--- src/rtl/pixel_stream_fifo.sv ---
`default_nettype none
// ============================================================================
// Module      : pixel_stream_fifo
// Description : Display-side pixel FIFO with almost-full read request to the
//               loader and windowed, 1-cycle-latency pixel release.
//               Optional PIXEL_STREAM_STATS_EN adds a per-frame pop counter.
// Revision    : 1.0 - initial release
// ============================================================================
module pixel_stream_fifo #(
    parameter int DATA_WIDTH = 8,
    parameter int DEPTH      = 16,
    parameter int PIPE_LAT   = 6,
    parameter int IMG_W      = 225,
    parameter int IMG_H      = 225,
    parameter int COORD_W    = 11
) (
    input  logic                       clk,
    input  logic                       rst_n,
    input  logic                       i_vsync,
    input  logic                       i_valid,
    input  logic [DATA_WIDTH-1:0]      i_data,
    output logic                       o_next,
    input  logic                       i_de,
    input  logic [COORD_W-1:0]         i_x,
    input  logic [COORD_W-1:0]         i_y,
    output logic                       o_de,
    output logic [DATA_WIDTH-1:0]      o_pixel,
    output logic [$clog2(DEPTH):0]     o_level,
    output logic                       o_underflow,
    output logic                       o_overflow
`ifdef PIXEL_STREAM_STATS_EN
   ,output logic [15:0]                o_frame_pops
`endif
);

    localparam int c_AW      = $clog2(DEPTH);
    localparam int c_LW      = c_AW + 1;
    localparam int c_NEXT_TH = DEPTH - PIPE_LAT;

    logic [c_AW:0]           r_wr_ptr;
    logic [c_AW:0]           r_rd_ptr;
    logic [DATA_WIDTH-1:0]   r_mem [DEPTH];

    logic [c_LW-1:0]         w_level;
    logic                    w_in_win;
    logic                    w_pop_req;
    logic                    w_empty;
    logic                    w_full;
    logic                    w_pop;
    logic                    w_push;
    logic                    w_drop;

    // Extra pointer bit makes full/empty distinguishable through plain subtraction.
    assign w_level   = r_wr_ptr - r_rd_ptr;
    assign o_level   = w_level;
    assign w_empty   = (w_level == '0);
    assign w_full    = (w_level == c_LW'(DEPTH));

    assign w_in_win  = i_de && (i_x < COORD_W'(IMG_W)) && (i_y < COORD_W'(IMG_H));
    assign w_pop_req = w_in_win && i_vsync;
    assign w_pop     = w_pop_req && !w_empty;
    // A full FIFO still accepts when a real pop frees a slot in the same cycle.
    assign w_push    = i_valid && i_vsync && (!w_full || w_pop);
    assign w_drop    = i_valid && i_vsync && !w_push;

    assign o_next    = i_vsync && (w_level < c_LW'(c_NEXT_TH));

    always_ff @(posedge clk or negedge rst_n) begin
        if (!rst_n) begin
            r_wr_ptr    <= '0;
            r_rd_ptr    <= '0;
            o_de        <= 1'b0;
            o_pixel     <= '0;
            o_underflow <= 1'b0;
            o_overflow  <= 1'b0;
        end else begin
            o_de <= i_de;
            if (!i_vsync) begin
                r_wr_ptr <= '0;
                r_rd_ptr <= '0;
                o_pixel  <= '0;
            end else begin
                if (w_push) begin
                    r_wr_ptr <= r_wr_ptr + 1'b1;
                end
                if (w_pop) begin
                    r_rd_ptr <= r_rd_ptr + 1'b1;
                    o_pixel  <= r_mem[r_rd_ptr[c_AW-1:0]];
                end else begin
                    o_pixel  <= '0;
                end
                if (w_pop_req && w_empty) begin
                    o_underflow <= 1'b1;
                end
                if (w_drop) begin
                    o_overflow <= 1'b1;
                end
            end
        end
    end

    always_ff @(posedge clk) begin
        if (w_push) begin
            r_mem[r_wr_ptr[c_AW-1:0]] <= i_data;
        end
    end

`ifdef PIXEL_STREAM_STATS_EN
    logic        r_vsync_d;
    logic [15:0] r_pop_cnt;

    always_ff @(posedge clk or negedge rst_n) begin
        if (!rst_n) begin
            r_vsync_d    <= 1'b0;
            r_pop_cnt    <= '0;
            o_frame_pops <= '0;
        end else begin
            r_vsync_d <= i_vsync;
            if (r_vsync_d && !i_vsync) begin
                o_frame_pops <= r_pop_cnt;
                r_pop_cnt    <= '0;
            end else if (w_pop) begin
                r_pop_cnt    <= r_pop_cnt + 16'd1;
            end
        end
    end
`endif

endmodule
`default_nettype wire

--- config.mk ---
export PLATFORM = sky130hd
export DESIGN_NAME = pixel_stream_fifo
export DESIGN_NICKNAME = d
export VERILOG_FILES = /design/src/rtl/pixel_stream_fifo.sv
export SDC_FILE = /design/constraint.sdc
export NUM_CORES = 1
export LEC_CHECK = 0
export ABC_AREA = 1
export ABC_CLOCK_PERIOD_IN_PS = 5900
export CELL_PAD_IN_SITES_DETAIL_PLACEMENT = 0
export CELL_PAD_IN_SITES_GLOBAL_PLACEMENT = 1
export CORE_UTILIZATION = 37
export DETAILED_ROUTE_END_ITERATION = 8
export PLACE_DENSITY_LB_ADDON = 0.1
export SETUP_SLACK_MARGIN = 0.1
export SLEW_MARGIN = 20
export SYNTH_ARGS = -nofsm -noshare
export SYNTH_HDL_FRONTEND = slang
export SYNTH_SLANG_ARGS = --single-unit
--- constraint.sdc ---
create_clock -name clk -period 5.9 [get_ports clk]
set_clock_uncertainty 0.2 [all_clocks]
set_input_delay 1.77 -clock clk [delete_from_list [all_inputs] [get_ports clk]]
set_output_delay 1.77 -clock clk [all_outputs]
set_load 0.005 [all_outputs]
After elaboration in Yosys (flattened, before gate mapping)
Memories as Yosys holds them, arrays and structs flattened.
Index checks and enable logic that the tools add are counted.
{"block": "op_classes", "magnitude_cmp": 3, "n_addsub": 3, "n_reduce_logical": 16, "n_mux": 8, "eq_ne": 3}
{"cell": "$lt A11 B8 Y1 const B", "count": 2}
{"cell": "$mux W5", "count": 4}
{"cell": "$mux W8", "count": 2}
{"cell": "$add A5 B1 Y5 const B", "count": 2}
{"cell": "$logic_and A1 B1 Y1", "count": 9}
{"cell": "$eq A5 B5 Y1 const B", "count": 1}
{"cell": "$logic_not A5 Y1", "count": 1}
{"cell": "$lt A5 B4 Y1 const B", "count": 1}
{"cell": "$sub A5 B5 Y5", "count": 1}
{"cell": "$ne A2 B1 Y1 const B", "count": 2}
{"cell": "$reduce_and A2 Y1", "count": 2}
{"cell": "$logic_not A1 Y1", "count": 3}
{"cell": "$mux W1", "count": 2}
{"cell": "$logic_or A1 B1 Y1", "count": 1}
{"block": "totals", "elab_cells": 40, "out_inout_bits": 17, "ff_bits": 21, "n_memories": 1, "inputBits": 35, "ramBits": 128}
{"memory": "r_mem", "depth": 16, "word_bits": 8, "read_ports": 1, "rd_clocked_by_memory_dff": 0, "wr": 1, "line_no": "42", "source": "logic [DATA_WIDTH-1:0] r_mem [DEPTH];"}

Depth between registers and ports, before layout
Gate-level depths: netlist of the first run.
{"block": "depth", "depth_word": 10, "depth_mapped": 13, "ltp_nobuf": 13}

Worst setup path after synthesis of the first run
OpenSTA, ideal clock, no wires.
{"block": "synth_timing", "path_type": "input to output", "start": "input port i_vsync", "end": "output port o_next", "path_slack_ps": 1676, "path_buffers": 2, "arrival_time_ps": 2254, "path_stages": 4, "t_required_ps": 3930, "path_cell_list": "buf_4 -> buf_2 -> nand2_1 -> nor2_1"}
{"block": "synth_between", "elab_chain_cells": 1}
{"element": "from (decl)", "line_no": "19", "source": "input logic i_vsync,"}
{"element": "$logic_and A1 B1 Y1", "line_no": "66", "source": "assign o_next = i_vsync && (w_level < c_LW'(c_NEXT_TH));"}
{"element": "to (decl)", "line_no": "22", "source": "output logic o_next,"}
No other way between the ends.

Worst setup path in the final report of the first run
{"block": "layout_timing", "start": "register r_rd_ptr[1]", "end": "output port o_next"}
{"block": "layout_between", "elab_chain_cells": 3}
{"element": "from (decl)", "line_no": "41", "source": "logic [c_AW:0] r_rd_ptr;"}
{"element": "from (signal assigned)", "line_no": "87", "source": "r_rd_ptr <= r_rd_ptr + 1'b1;"}
{"element": "$sub A5 B5 Y5", "line_no": "54", "source": "assign w_level = r_wr_ptr - r_rd_ptr;"}
{"element": "$lt A5 B4 Y1", "line_no": "66"}
{"element": "$logic_and A1 B1 Y1", "line_no": "66"}
No other way between the ends.

==> results.py, run 1 <==
metrics = {
    "run_status": {
        "status": "completed",
    },
    "setup_path": {
        "end_kind": "primary output",
        "slowest_stage": "fa_1",
        "critPathTopFamily": "buffers and inverters",
        "crit_arrival_ns": 3.15,
        "crit_type": "reg2out",
        "cpPeakStageDelay_ns": 0.72,
        "cp_data_required_time_ns": 3.93,
        "crit_path_cell_trace": "clkinv_1 -> fa_1 -> xnor2_1 -> inv_1 -> o21ai_0 -> nand2_1 -> nor2_1 -> clkdlybuf4s50_1",
        "worstPathMaxFanout": 19,
        "cp_num_buf_inv": 3,
        "worstSetupStartpointType": "register",
    },
    "cells_and_area": {
        "final_cells": 844,
        "fillers": 1591,
        "nets": 657,
        "diodes": 0,
        "layout-drive-gt1-share": 0.106,
        "area_growth_pct": 20.0,
    },
    "floorplan": {
        "die_area_um2": 17900,
        "design.portCount": 52,
        "die_y_um": 134,
        "core_um2": 16800,
        "die_x_um": 134,
        "rows": 47,
        "start_util": 0.383,
    },
    "route": {
        "drt_drc_violations_left": 0,
        "vias_per_cell": 5.09,
        "totalWireLength_mm": 15.5,
        "drt_first_pass_iters": 4,
        "wl_per_cell_um": 18.3,
        "drtAntennaViolNets": 0,
        "vias": 4299,
        "drt_iter0_markers": 274,
    },
    "clock_network": {
        "clk_latency_ns": 0.42,
        "clk_pin_slew_ns": 0.06,
        "clock_tree.buffer_depth": 2,
        "cts_tree": "yes",
        "numClockSinks": 149,
        "cts.root.buffer_cell": "clkbuf_16",
        "cts_hold_buf": 0,
        "htreeDepth": 4,
        "postCtsSetupRepairBufs": 0,
        "cts-resized-gates": 0,
        "cts_buffers": 17,
    },
    "run": {
        "cap_violations": 0,
    },
    "timing": {
        "holdWs_ns": 0.283,
        "setup_violations": 0,
        "slew_headroom": 0.394,
        "min_period_ns": 5.12,
        "fin_ws_ns": 0.778,
        "fin_crit_sh": 0.868,
        "hold_viol_final": 0,
        "tns_ns": 0,
        "worst_slew_pin_slew_ns": 0.905,
        "rsz0062_at_grt": "false",
        "slew_violations": 0,
        "fmax_mhz": 195,
    },
    "global_routing": {
        "grt_max_degree": 70,
        "antenna_found_initial": 0,
        "track_usage": 0.182,
        "overflow": 0,
        "grt_pass1_wl_mm": 23.7,
        "grt_pass1_vias": 4076,
    },
    "synth": {
        "synth_fp_nets": 599,
        "syn_avg_cell_area_um2": 11.6,
        "ys_seq_area_frac": 0.678,
        "syn-cell-area_um2": 6440,
        "ys_ff_latch": 149,
        "syn-instance-count": 554,
        "ys_types": 35,
        "synth_warnings": 0,
    },
    "placed_design": {
        "post-place-cells": 813,
        "gp_congestion": 0.771,
        "dp_slack_ns": 1.02,
        "portBuffers": 51,
        "hpwl_mm": 9.46,
    },
    "power_and_ir_drop": {
        "leakage_nw": 2.77,
        "vdd_drop_max_v": 0.000190,
        "power_density_nw_per_um2": 290,
    },
    "worst_hold_path": {
        "hp-class": "reg2reg",
    },
}
-- cells in the mapped netlist --
library cell	number	area share
nand2_2	2	0.0019
buf_8	1	0.0023
dfrtp_1	21	0.082
nand3b_1	3	0.0035
nand4_1	21	0.020
buf_6	2	0.0035
edfxtp_1	128	0.60
a21oi_1	13	0.010
buf_2	15	0.012
buf_4	1	0.0012
o31ai_1	1	0.0012
nor3_2	4	0.0062
and2_4	1	0.0014
nand3_4	1	0.0027
clkbuf_1	8	0.0047
ha_1	9	0.017
nand3_1	93	0.072
a31oi_1	4	0.0039
nand2_4	2	0.0035
o21ai_0	19	0.015
and3_1	1	0.00097
nor2_4	2	0.0035
nand2_1	89	0.052
o21bai_1	2	0.0023
nor2_1	53	0.031
inv_2	1	0.00058
xnor2_1	3	0.0041
xor2_1	5	0.0068
clkinv_1	2	0.0012
buf_1	6	0.0035
fa_1	1	0.0031
nor3_1	15	0.012
o21ai_1	1	0.00078
nand3_2	4	0.0062
inv_1	20	0.012
-- worst paths after layout --
kind,startpoint,slack [ns],depth (start not counted),to
worst max-delay path,r_rd_ptr[1],0.78,8,o_next
worst max register to register,r_rd_ptr[1],2.15,9,r_mem[15][7]
min in group asynchronous,rst_n,1.15,1,o_pixel[7]
worst min-delay path,o_underflow,0.28,1,o_underflow
max in group asynchronous,rst_n,3.93,1,r_rd_ptr[1]
worst min register to register,o_underflow,0.28,1,o_underflow
-- kinds of logic (layout without fill, tap and decap cells) --
kind of cell,count (synthesis),count (layout),synth area share
AO/OA/AOI/OAI,40,40,0.0330
XOR/XNOR,8,8,0.0109
adder cells (fa/ha/maj),10,10,0.0206
buffers and inverters,56,126,0.0402
flip-flops,149,149,0.678
AND/OR/NAND/NOR,291,291,0.217
-- sequential cells by signal, summed over array words and instances (netlist names) --
register,cells
r_wr_ptr,5
r_rd_ptr,5
o_pixel,8
r_mem,128
o_underflow,1
o_overflow,1
o_de,1
-- report_power, final --
| part | total, mW | internal, mW | switching [mW] | leakage (nW) |
|---|---|---|---|---|
| Combinational | 0.121 | 0.0541 | 0.0670 | 1.08 |
| Clock | 0.952 | 0.566 | 0.387 | 0.254 |
| Sequential | 1.17 | 1.16 | 0.00748 | 1.44 |
-- metrics by stage --
step	utilization	total power, mW	instance area (µm²)
floorplan	-	1.24	6440
global placement	0.429	1.31	7210
detailed placement	0.429	1.31	7210
CTS	0.460	2.26	7730
global route	0.460	2.31	7730
finish	0.460	2.24	7730
-- worst register-to-register path, cell delays in order, from the launching register on --
cell and delay [ns]:
dfrtp_2 0.35, clkinv_1 0.57, fa_1 0.72, nand3_1 0.09
nand3_1 0.12, nor2_1 0.19, nor2_4 0.07, nand3_4 0.14
nand2_4 0.17, nor2_1 0.74
-- layout by cell type (no fill, tap or decap), types with 13 or more instances in the layout --
cell             count
a21oi_1             13
buf_4               21
clkbuf_16           17
clkdlybuf4s50_1     50
dfrtp_1             19
edfxtp_1           128
inv_1               20
nand2_1             89
nand3_1             93
nand4_1             21
nor2_1              53
nor3_1              15
o21ai_0             19
-- layer usage --
layer  share of wire  routed length [µm]  track usage  vias up
li1                -                   -            -     2082
met4           0.023                 348       0.0789        0
met3           0.048                 748       0.0435       23
met1            0.46                7130        0.247     2075
met2            0.47                7240        0.280      119
met5               0                   0            0        -
-- layout make-up --
cell class	instances	area [µm²]	area share
flip-flops and latches	149	4370	0.566
clock inverters	5	27.5	0.00356
well taps	220	275	0.0356
inverters	23	88.8	0.0115
clock buffers	26	489	0.0633
repair buffers	72	663	0.0858
multi-input cells	349	1810	0.235
Power figures use the tool's default switching activity.
==> run 2: changes to the inputs <==
--- a/config.mk
+++ b/config.mk
@@ -11,6 +11,7 @@
 export CELL_PAD_IN_SITES_GLOBAL_PLACEMENT = 1
 export CORE_UTILIZATION = 37
 export DETAILED_ROUTE_END_ITERATION = 8
+export HOLD_SLACK_MARGIN = 0.1
 export PLACE_DENSITY_LB_ADDON = 0.1
 export SETUP_SLACK_MARGIN = 0.1
 export SLEW_MARGIN = 20
==> results of run 2 <==
No change in the layout: final DEF, timing and power equal those of run 1.
==> run 3: changes to the inputs <==
--- a/config.mk
+++ b/config.mk
@@ -14,7 +14,8 @@
 export HOLD_SLACK_MARGIN = 0.1
 export PLACE_DENSITY_LB_ADDON = 0.1
 export SETUP_SLACK_MARGIN = 0.1
-export SLEW_MARGIN = 20
+export SKIP_LAST_GASP = 1
+export SLEW_MARGIN = 10
 export SYNTH_ARGS = -nofsm -noshare
 export SYNTH_HDL_FRONTEND = slang
 export SYNTH_SLANG_ARGS = --single-unit
==> results.py, run 3 (synthesis gave the netlist of run 1 again) <==
metrics = {
    "route": {
        "drt_drc_violations_left": 0,
        "drt_iter0_markers": 289,
        "drtAntennaViolNets": 0,
        "wl_per_cell_um": 18.3,
        "drt_first_pass_iters": 5,
        "vias": 4310,
        "totalWireLength_mm": 15.5,
        "vias_per_cell": 5.10,
    },
    "placed_design": {
        "portBuffers": 51,
        "postPlaceCellArea_um2": 7210,
        "gp_congestion": 0.771,
        "hpwl_mm": 9.47,
    },
    "cells_and_area": {
        "largest_register_ffs": 128,
        "area_growth_pct": 20.4,
        "diodes": 0,
        "layout_common_cells": "edfxtp_1 (128), nand3_1 (93), nand2_1 (89), nor2_1 (53), clkdlybuf4s50_1 (51)",
        "layout_commonest_cell": "edfxtp_1",
        "fin_area_um2": 7750,
        "nets": 657,
        "layout-drive-gt1-share": 0.106,
    },
    "timing": {
        "rsz0062_at_grt": "false",
        "tns_ns": 0,
        "setup_violations": 0,
        "slew_violations": 0,
        "fin_crit_sh": 0.864,
        "worst_slew_pin_slew_ns": 1.17,
        "slew_headroom": 0.222,
        "fmax_mhz": 196,
        "hold_viol_final": 0,
        "min_period_ns": 5.10,
    },
    "clock_network": {
        "numClockSinks": 149,
        "cts_tree": "yes",
        "cts.root.buffer_cell": "clkbuf_16",
        "clk_latency_ns": 0.43,
        "clock_tree.buffer_depth": 2,
        "cts_hold_buf": 0,
        "cts_buffers": 17,
        "htreeDepth": 4,
        "postCtsSetupRepairBufs": 0,
        "clk_pin_slew_ns": 0.06,
        "cts-resized-gates": 0,
    },
    "setup_path": {
        "cp_data_required_time_ns": 3.93,
        "worstSetupStartpointType": "register",
        "crit_path_cell_trace": "clkinv_1 -> fa_1 -> xnor2_1 -> inv_1 -> o21ai_0 -> nand2_1 -> nor2_1 -> clkdlybuf4s50_1",
        "worstPathMaxFanout": 19,
        "cp_num_buf_inv": 3,
        "end_kind": "primary output",
        "slowest_stage": "fa_1",
        "critPathTopFamily": "buffers and inverters",
        "crit_arrival_ns": 3.13,
        "cpPeakStageDelay_ns": 0.71,
        "crit_type": "reg2out",
    },
    "power_and_ir_drop": {
        "power_density_nw_per_um2": 294,
        "leakage_nw": 2.77,
        "report.power.total_mw": 2.28,
        "vdd_drop_max_v": 0.000197,
    },
    "run": {
        "cap_violations": 0,
    },
    "global_routing": {
        "grt_pass1_wl_mm": 23.7,
        "track_usage": 0.183,
        "overflow": 0,
        "grt_pass1_vias": 4042,
        "grt_max_degree": 70,
        "antenna_found_initial": 0,
    },
    "worst_hold_path": {
        "hp-class": "reg2reg",
    },
    "run_status": {
        "status": "completed",
    },
    "floorplan": {
        "die_area_um2": 17900,
        "die_y_um": 134,
        "design.portCount": 52,
        "core_um2": 16800,
        "die_x_um": 134,
        "start_util": 0.383,
        "rows": 47,
    },
}
run 3: per-stage QoR:
| stage | setup WS (ns) | utilization | hold WS [ns] | instances |
|---|---|---|---|---|
| after floorplan | 1.68 | - | 0.268 | 554 |
| after global placement | 1.02 | 0.429 | 0.271 | 813 |
| after detailed placement | 1.02 | 0.429 | 0.270 | 813 |
| after CTS | 0.738 | 0.461 | 0.285 | 845 |
| after global routing | 0.577 | 0.461 | 0.304 | 845 |
| final | 0.804 | 0.461 | 0.281 | 845 |
run 3: power breakdown:
group	internal, mW	leakage [nW]	switching, mW	total (mW)
Sequential	1.16	1.44	0.00733	1.17
Combinational	0.0545	1.08	0.0668	0.121
Clock	0.588	0.259	0.404	0.992
Total	1.80	2.77	0.478	2.28
run 3: worst paths after layout:
| kind | start | to | slack, ns | cells past startpoint |
|---|---|---|---|---|
| worst max-delay path | r_rd_ptr[1] | o_next | 0.80 | 8 |
| worst min-delay path | o_overflow | o_overflow | 0.28 | 1 |
| worst max register to register | r_rd_ptr[1] | r_mem[15][4] | 2.21 | 9 |
| worst min register to register | o_overflow | o_overflow | 0.28 | 1 |
| max in group asynchronous | rst_n | r_rd_ptr[1] | 3.02 | 1 |
| min in group asynchronous | rst_n | o_overflow | 1.73 | 1 |
run 3: area by class of cell:
class	count	area (µm²)
fill	1617	9060
sequential	149	4370
multi-input combinational	349	1810
timing repair buffer	72	668
clock buffer	23	458
tap	220	275
inverter	23	86.3
clock inverter	9	81.3
run 3: metal layers:
metal / part of all wire / global-route usage / up-vias
li1: - / - / 2086
met2: 0.48 / 0.286 / 113
met5: 0 / 0 / -
met4: 0.023 / 0.0732 / 0
met1: 0.45 / 0.246 / 2090
met3: 0.047 / 0.0420 / 21
